==> config.mk <==
export PLATFORM = sky130hd
export DESIGN_NAME = seven_segment_reader
export DESIGN_NICKNAME = d
export VERILOG_FILES = /design/src/rtl/seven_segment_pkg.sv /design/src/rtl/seg_pattern_decode.sv /design/src/rtl/seven_segment_reader.sv
export SDC_FILE = /design/constraint.sdc
export NUM_CORES = 1
export LEC_CHECK = 0
export ABC_AREA = 1
export CORE_ASPECT_RATIO = 0.6
export CORE_MARGIN = 2
export CORE_UTILIZATION = 50
export CTS_CLUSTER_SIZE = 12
export DETAILED_ROUTE_END_ITERATION = 12
export PLACE_DENSITY = 0.8
export SYNTH_ARGS = -nofsm -noshare
export SYNTH_HDL_FRONTEND = slang
export SYNTH_HIERARCHICAL = 1
export SYNTH_SLANG_ARGS = --single-unit
==> constraint.sdc <==
create_clock -name clk -period 7.8 [get_ports clk]
set_clock_uncertainty 0.1 [all_clocks]
set_input_delay 1.56 -clock clk [delete_from_list [all_inputs] [get_ports clk]]
set_output_delay 1.56 -clock clk [all_outputs]
set_load 0.05 [all_outputs]
==> src/rtl/seven_segment_pkg.sv <==
// rtl/seven_segment_pkg.sv - shared seven-segment glyph constants and capture FSM states
package seven_segment_pkg;

   // Active-low glyphs, bit0 = segment a ... bit6 = segment g, 0 = lit
   localparam logic [6:0] SEG_0   = 7'h40;
   localparam logic [6:0] SEG_1   = 7'h79;
   localparam logic [6:0] SEG_2   = 7'h24;
   localparam logic [6:0] SEG_3   = 7'h30;
   localparam logic [6:0] SEG_4   = 7'h19;
   localparam logic [6:0] SEG_5   = 7'h12;
   localparam logic [6:0] SEG_6   = 7'h02;
   localparam logic [6:0] SEG_7   = 7'h78;
   localparam logic [6:0] SEG_8   = 7'h00;
   localparam logic [6:0] SEG_9   = 7'h10;
   localparam logic [6:0] SEG_A   = 7'h08;
   localparam logic [6:0] SEG_B   = 7'h03;
   localparam logic [6:0] SEG_C   = 7'h46;
   localparam logic [6:0] SEG_D   = 7'h21;
   localparam logic [6:0] SEG_E   = 7'h06;
   localparam logic [6:0] SEG_F   = 7'h0E;
   // Out-of-range marker the encoder emits for values it cannot show
   localparam logic [6:0] SEG_OOR = 7'b0110110;

   typedef enum logic [1:0] {
      ST_IDLE   = 2'd0,
      ST_COUNT  = 2'd1,
      ST_LOCKED = 2'd2
   } cap_state_e;

endpackage

==> src/rtl/seg_pattern_decode.sv <==
// rtl/seg_pattern_decode.sv - active-low seven-segment pattern to hex digit decoder
module seg_pattern_decode
   import seven_segment_pkg::*;
(
   input  logic [6:0] seg_i,
   output logic [3:0] value_o,
   output logic       err_o
);

   // Any pattern that is not one of the sixteen glyphs reads as value 0 with error set
   always_comb begin
      value_o = 4'h0;
      err_o   = 1'b0;
      case (seg_i)
         SEG_0:   value_o = 4'h0;
         SEG_1:   value_o = 4'h1;
         SEG_2:   value_o = 4'h2;
         SEG_3:   value_o = 4'h3;
         SEG_4:   value_o = 4'h4;
         SEG_5:   value_o = 4'h5;
         SEG_6:   value_o = 4'h6;
         SEG_7:   value_o = 4'h7;
         SEG_8:   value_o = 4'h8;
         SEG_9:   value_o = 4'h9;
         SEG_A:   value_o = 4'hA;
         SEG_B:   value_o = 4'hB;
         SEG_C:   value_o = 4'hC;
         SEG_D:   value_o = 4'hD;
         SEG_E:   value_o = 4'hE;
         SEG_F:   value_o = 4'hF;
         default: err_o   = 1'b1;
      endcase
   end

endmodule

==> src/rtl/seven_segment_reader.sv <==
// rtl/seven_segment_reader.sv - recovers digits from a multiplexed active-low seven-segment bus
module seven_segment_reader
   import seven_segment_pkg::*;
#(
   parameter int NUM_DIGITS    = 4,
   parameter int STABLE_CYCLES = 8
) (
   input  logic                    clk,
   input  logic                    reset,
   input  logic [6:0]              SEG_IN,
   input  logic [NUM_DIGITS-1:0]   DIGIT_EN,
   output logic [4*NUM_DIGITS-1:0] DIGIT_VALUE,
   output logic [NUM_DIGITS-1:0]   DIGIT_ERR,
   output logic                    FRAME_VALID,
   input  logic                    FRAME_READY,
   output logic [4*NUM_DIGITS-1:0] FRAME_VALUE,
   output logic [NUM_DIGITS-1:0]   FRAME_ERR
);

   localparam int             CW      = $clog2(STABLE_CYCLES + 1);
   localparam logic [CW-1:0]  CNT_MAX = CW'(STABLE_CYCLES);

   logic [6:0]                  seg_s1_q, seg_s2_q, prev_seg_q;
   logic [NUM_DIGITS-1:0]       en_s1_q, en_s2_q, prev_en_q;
   cap_state_e                  state_q, state_d;
   logic [CW-1:0]               cnt_q, cnt_d;
   logic                        en_one_hot, sample_same, wr_en;
   logic [3:0]                  dec_value;
   logic                        dec_err;
   logic [NUM_DIGITS-1:0][3:0]  digit_value_q, digit_value_d;
   logic [NUM_DIGITS-1:0]       digit_err_q, digit_err_d;
   logic [NUM_DIGITS-1:0]       seen_q, seen_d;
   logic                        frame_valid_q, frame_valid_d;
   logic [NUM_DIGITS-1:0][3:0]  frame_value_q, frame_value_d;
   logic [NUM_DIGITS-1:0]       frame_err_q, frame_err_d;

   // Two-flop synchronizer on the external bus; everything downstream uses stage two
   always_ff @(posedge clk or posedge reset) begin
      if (reset) begin
         seg_s1_q <= '0;
         seg_s2_q <= '0;
         en_s1_q  <= '0;
         en_s2_q  <= '0;
      end else begin
         seg_s1_q <= SEG_IN;
         seg_s2_q <= seg_s1_q;
         en_s1_q  <= DIGIT_EN;
         en_s2_q  <= en_s1_q;
      end
   end

   seg_pattern_decode u_decode (
      .seg_i   (seg_s2_q),
      .value_o (dec_value),
      .err_o   (dec_err)
   );

   // Stability counting: a digit is written once, on the cycle its run length reaches the threshold
   always_comb begin
      en_one_hot  = (en_s2_q != '0) && ((en_s2_q & (en_s2_q - NUM_DIGITS'(1))) == '0);
      sample_same = (seg_s2_q == prev_seg_q) && (en_s2_q == prev_en_q);
      state_d     = state_q;
      cnt_d       = cnt_q;
      wr_en       = 1'b0;
      if (!en_one_hot) begin
         state_d = ST_IDLE;
         cnt_d   = '0;
      end else if (state_q == ST_IDLE || !sample_same) begin
         state_d = ST_COUNT;
         cnt_d   = CW'(1);
      end else if (cnt_q != CNT_MAX) begin
         cnt_d = cnt_q + CW'(1);
      end
      // A locked, unchanged sample sits at the saturated count and must not rewrite
      if (en_one_hot && cnt_d == CNT_MAX && !(state_q == ST_LOCKED && sample_same)) begin
         wr_en   = 1'b1;
         state_d = ST_LOCKED;
      end
   end

   // Capture FSM state, run counter and the previous synchronized sample
   always_ff @(posedge clk or posedge reset) begin
      if (reset) begin
         state_q    <= ST_IDLE;
         cnt_q      <= '0;
         prev_seg_q <= '0;
         prev_en_q  <= '0;
      end else begin
         state_q    <= state_d;
         cnt_q      <= cnt_d;
         prev_seg_q <= seg_s2_q;
         prev_en_q  <= en_s2_q;
      end
   end

   // Digit write plus single-entry frame holding register; a frame includes a same-cycle digit write
   always_comb begin
      digit_value_d = digit_value_q;
      digit_err_d   = digit_err_q;
      seen_d        = seen_q;
      frame_valid_d = frame_valid_q;
      frame_value_d = frame_value_q;
      frame_err_d   = frame_err_q;
      for (int i = 0; i < NUM_DIGITS; i++) begin
         if (wr_en && en_s2_q[i]) begin
            digit_value_d[i] = dec_value;
            digit_err_d[i]   = dec_err;
            seen_d[i]        = 1'b1;
         end
      end
      if ((&seen_d) && (!frame_valid_q || FRAME_READY)) begin
         frame_valid_d = 1'b1;
         frame_value_d = digit_value_d;
         frame_err_d   = digit_err_d;
         seen_d        = '0;
      end else if (frame_valid_q && FRAME_READY) begin
         frame_valid_d = 1'b0;
      end
   end

   // Registered digit and frame state
   always_ff @(posedge clk or posedge reset) begin
      if (reset) begin
         digit_value_q <= '0;
         digit_err_q   <= '0;
         seen_q        <= '0;
         frame_valid_q <= 1'b0;
         frame_value_q <= '0;
         frame_err_q   <= '0;
      end else begin
         digit_value_q <= digit_value_d;
         digit_err_q   <= digit_err_d;
         seen_q        <= seen_d;
         frame_valid_q <= frame_valid_d;
         frame_value_q <= frame_value_d;
         frame_err_q   <= frame_err_d;
      end
   end

   assign DIGIT_VALUE = digit_value_q;
   assign DIGIT_ERR   = digit_err_q;
   assign FRAME_VALID = frame_valid_q;
   assign FRAME_VALUE = frame_value_q;
   assign FRAME_ERR   = frame_err_q;

endmodule

==> flow_summary.json <==
{
  "area_growth_pct": 26.7,
  "grt.overflow.total": 0,
  "irDropWorstVdd_uv": 133,
  "maxCapViolCount": 0,
  "post-route-cell-area_sq_um": 4510,
  "reg2reg_to": "FRAME_VALUE[2]",
  "worstMarginPinSlew_ns": 1.01,
  "worst_ep_arrival_time_ns": 3.33,
  "startpoint": "seg_s2_q[1]",
  "grt_first_pass_wirelength_um": 13400,
  "detailedRoute.firstIterationViolations": 247,
  "holdPathEnd": "seg_s2_q[4]",
  "setup-tns-final_ns": 0,
  "timing.final.max_slew_violations": 0,
  "layout-drive-gt1-share_pct": 8.15,
  "nets": 477,
  "power_frac_seq_pct": 45.0,
  "die_area_sq_um": 7840,
  "final.min_clock_period_ns": 3.22,
  "cts_setup_buffers": 0,
  "initial_utilization_pct": 52.5,
  "regToRegSetupSlack_ns": 4.58,
  "vias": 2787,
  "worst_ep_required_time_ns": 7.92,
  "run_status": "complete, but fails checks",
  "postSynth.asyncResetShare_pct": 100,
  "rsz0062_at_grt": "false",
  "grt_antenna_before_repair": 0,
  "power.clock.fraction_pct": 50.5,
  "totalWireLength_um": 7860,
  "power_density_nw_per_um2": 224,
  "number_of_synthesized_register_bits": 84,
  "launch_point_of_the_worst_reg_to_reg_path": "seg_s2_q[1]",
  "final_hold_viol_count": 0,
  "report.power.total_mw": 1.01,
  "avgSynthCellArea_sq_um": 8.80,
  "die_width_um": 113,
  "clkSlewWorstSetupHoldPaths_ns": 0.06,
  "critical_path.startpoint_type": "flip-flop",
  "drc_errors": 1,
  "master_cell_of_the_clock_root_buffer": "sky130_fd_sc_hd__clkbuf_16",
  "antennaDiodeCount": 0,
  "min-delay-path-class": "flip-flop to flip-flop",
  "core_sq_um": 6790,
  "detail_route.first_pass.iterations": 9,
  "timing.hold.worst.start": "seg_s1_q[4]",
  "fmax_ghz": 0.311,
  "endpoint_kind": "flip-flop",
  "ys_top_cells_by_area": "sky130_fd_sc_hd__dfrtp_1 59%, sky130_fd_sc_hd__nand2_1 15%, sky130_fd_sc_hd__nand3_1 4.8%, sky130_fd_sc_hd__inv_1 4.1%, sky130_fd_sc_hd__o21ai_0 2.8%",
  "path_class": "flip-flop to flip-flop",
  "dpl-instance-area_sq_um": 4150,
  "grt_start_max_net_pins": 85,
  "power.leakage_nw": 2.29,
  "io_pins": 55,
  "setup_violations": 0,
  "post_cts_resized": 0,
  "whs_path_depth": 0,
  "failed_checks": "design-rule violations",
  "avgViaCountPerCell": 5.04,
  "drt.antenna.violating_nets": 0,
  "grtUsageTotal_pct": 22.3,
  "synth_ff_type": "sky130_fd_sc_hd__dfrtp_1",
  "synth_enable_flop_cells": 0,
  "cts_tree": "yes",
  "power.share.switching_pct": 20.2,
  "crit_path_max_fanout": 25,
  "synthesis.area_sq_um": 3560,
  "finalWeightedCongestion": 0.798,
  "clockBufferDepth": 2,
  "power.share.combinational_pct": 4.5,
  "yosysSeqAreaShare_pct": 59.0,
  "quantity_of_hold_fixing_buffers_added_after_cts": 0,
  "synth_top_cell_by_area": "sky130_fd_sc_hd__dfrtp_1",
  "cts_made_buffers": 9,
  "numPortBuffers": 54,
  "synth_common_cells": "147 x sky130_fd_sc_hd__nand2_1, 84 x sky130_fd_sc_hd__dfrtp_1, 39 x sky130_fd_sc_hd__inv_1, 34 x sky130_fd_sc_hd__nand3_1, 26 x sky130_fd_sc_hd__nor2_1",
  "ys_warn_count": 6,
  "tritoncts_num_sinks": 84,
  "yosys.cell_count.top_type": "sky130_fd_sc_hd__nand2_1",
  "floorplan.rows": 23,
  "dieHeight_um": 69.4,
  "final_min_period_over_clock_period_pct": 41.3,
  "power_report.internal_total_uw": 806,
  "post_synth_num_cell_types": 28,
  "slew-limit-headroom_pct": 32.4,
  "hpwlAfterDp_um": 5350,
  "synth_cells": 405,
  "synth.net_count": 421,
  "synthDominantCellAreaShare_pct": 59.0,
  "r2r_cells": 16,
  "p_switching_uw": 204,
  "clock_tree.htree_level_count": 3,
  "routedWlPerCell_um": 14.2,
  "clk_latency_ns": 0.33,
  "first_global_vias": 2708
}
-- worst max-delay path by stage --
stage                     endpoint  slack, ns  cells past startpoint
floorplan             DIGIT_ERR[0]       3.97                      1
global placement    FRAME_VALUE[5]       4.43                      6
detailed placement  FRAME_VALUE[4]       4.33                      6
CTS                 DIGIT_VALUE[1]       4.60                      1
global route        FRAME_VALUE[2]       4.17                     16
finish              FRAME_VALUE[2]       4.58                     16
-- power groups by stage --
stage                     Clock, mW  Combinational, mW  Sequential [mW]
after floorplan                   0             0.0304            0.460
after global placement            0             0.0437            0.462
after detailed placement          0             0.0454            0.462
after CTS                     0.519             0.0463            0.454
after global routing          0.539             0.0520            0.456
final                         0.511             0.0454            0.454
-- sequential cells by signal (all words and copies together) (netlist names), 7 cells and up --
register and count:
DIGIT_VALUE 16, FRAME_VALUE 16, prev_seg_q 7, seg_s1_q 7
seg_s2_q 7
-- placed cells by master, fill, tap and decap left out, drive strengths merged, types with 3 or more instances in the layout --
cell	n
nand2	151
dfrtp	84
clkdlybuf4s50	54
inv	43
nor2	35
nand3	34
o21ai	21
clkbuf	9
xnor2	7
clkinv	5
a21boi	4
bufinv	4
a21oi	3
nand4	3
-- cell families (layout without fill, tap and decap cells) --
group | count (synthesis) | count (layout) | synth area share [%]
XOR/XNOR | 8 | 8 | 1.97
AND/OR/NAND/NOR | 227 | 227 | 27.0
buffers and inverters | 55 | 116 | 6.78
flip-flops | 84 | 84 | 59.0
adder cells (fa/ha/maj) | 2 | 2 | 0.702
AO/OA/AOI/OAI | 29 | 29 | 4.53
-- layout make-up --
class / instances / area, sq um
sequential: 84 / 2100
inverter: 45 / 170
fill: 555 / 2280
timing repair buffer: 55 / 548
tap: 87 / 109
clock buffer: 9 / 225
multi-input combinational: 266 / 1220
clock inverter: 7 / 139
-- worst max-delay path, cell delays in order, from the launching register on --
cell	delay (ns)
sky130_fd_sc_hd__dfrtp_1	0.48
sky130_fd_sc_hd__inv_1	0.12
sky130_fd_sc_hd__nand2_1	0.07
sky130_fd_sc_hd__nand2_1	0.06
sky130_fd_sc_hd__nand2_1	0.06
sky130_fd_sc_hd__nor2_1	0.15
sky130_fd_sc_hd__nand3_1	0.11
sky130_fd_sc_hd__nor2_2	0.10
sky130_fd_sc_hd__nand4_1	0.09
sky130_fd_sc_hd__clkinv_1	0.11
sky130_fd_sc_hd__nand3_1	0.32
sky130_fd_sc_hd__nand2_1	0.20
sky130_fd_sc_hd__nand2_1	0.10
sky130_fd_sc_hd__nor2_4	0.50
sky130_fd_sc_hd__nand2_4	0.28
sky130_fd_sc_hd__nand2_1	0.16
sky130_fd_sc_hd__nand2_1	0.07
-- routing by layer --
metal | up-vias | track usage (%) | wire (um)
li1 | 1372 | - | -
met1 | 1338 | 30.5 | 3590
met2 | 71 | 34.4 | 3680
met3 | 6 | 7.08 | 515
met4 | 0 | 6.64 | 78
met5 | - | 0 | 0
-- through the flow --
step / setup slack, ns / cells / hold WS (ns) / util [%]
after floorplan: 3.97 / 405 / 0.231 / -
after global placement: 4.43 / 537 / 0.233 / 61.1
after detailed placement: 4.33 / 537 / 0.236 / 61.1
after CTS: 4.60 / 553 / 0.249 / 66.5
after global routing: 4.17 / 553 / 0.256 / 66.5
final: 4.58 / 553 / 0.247 / 66.5
(Power assumes the default switching activity.)
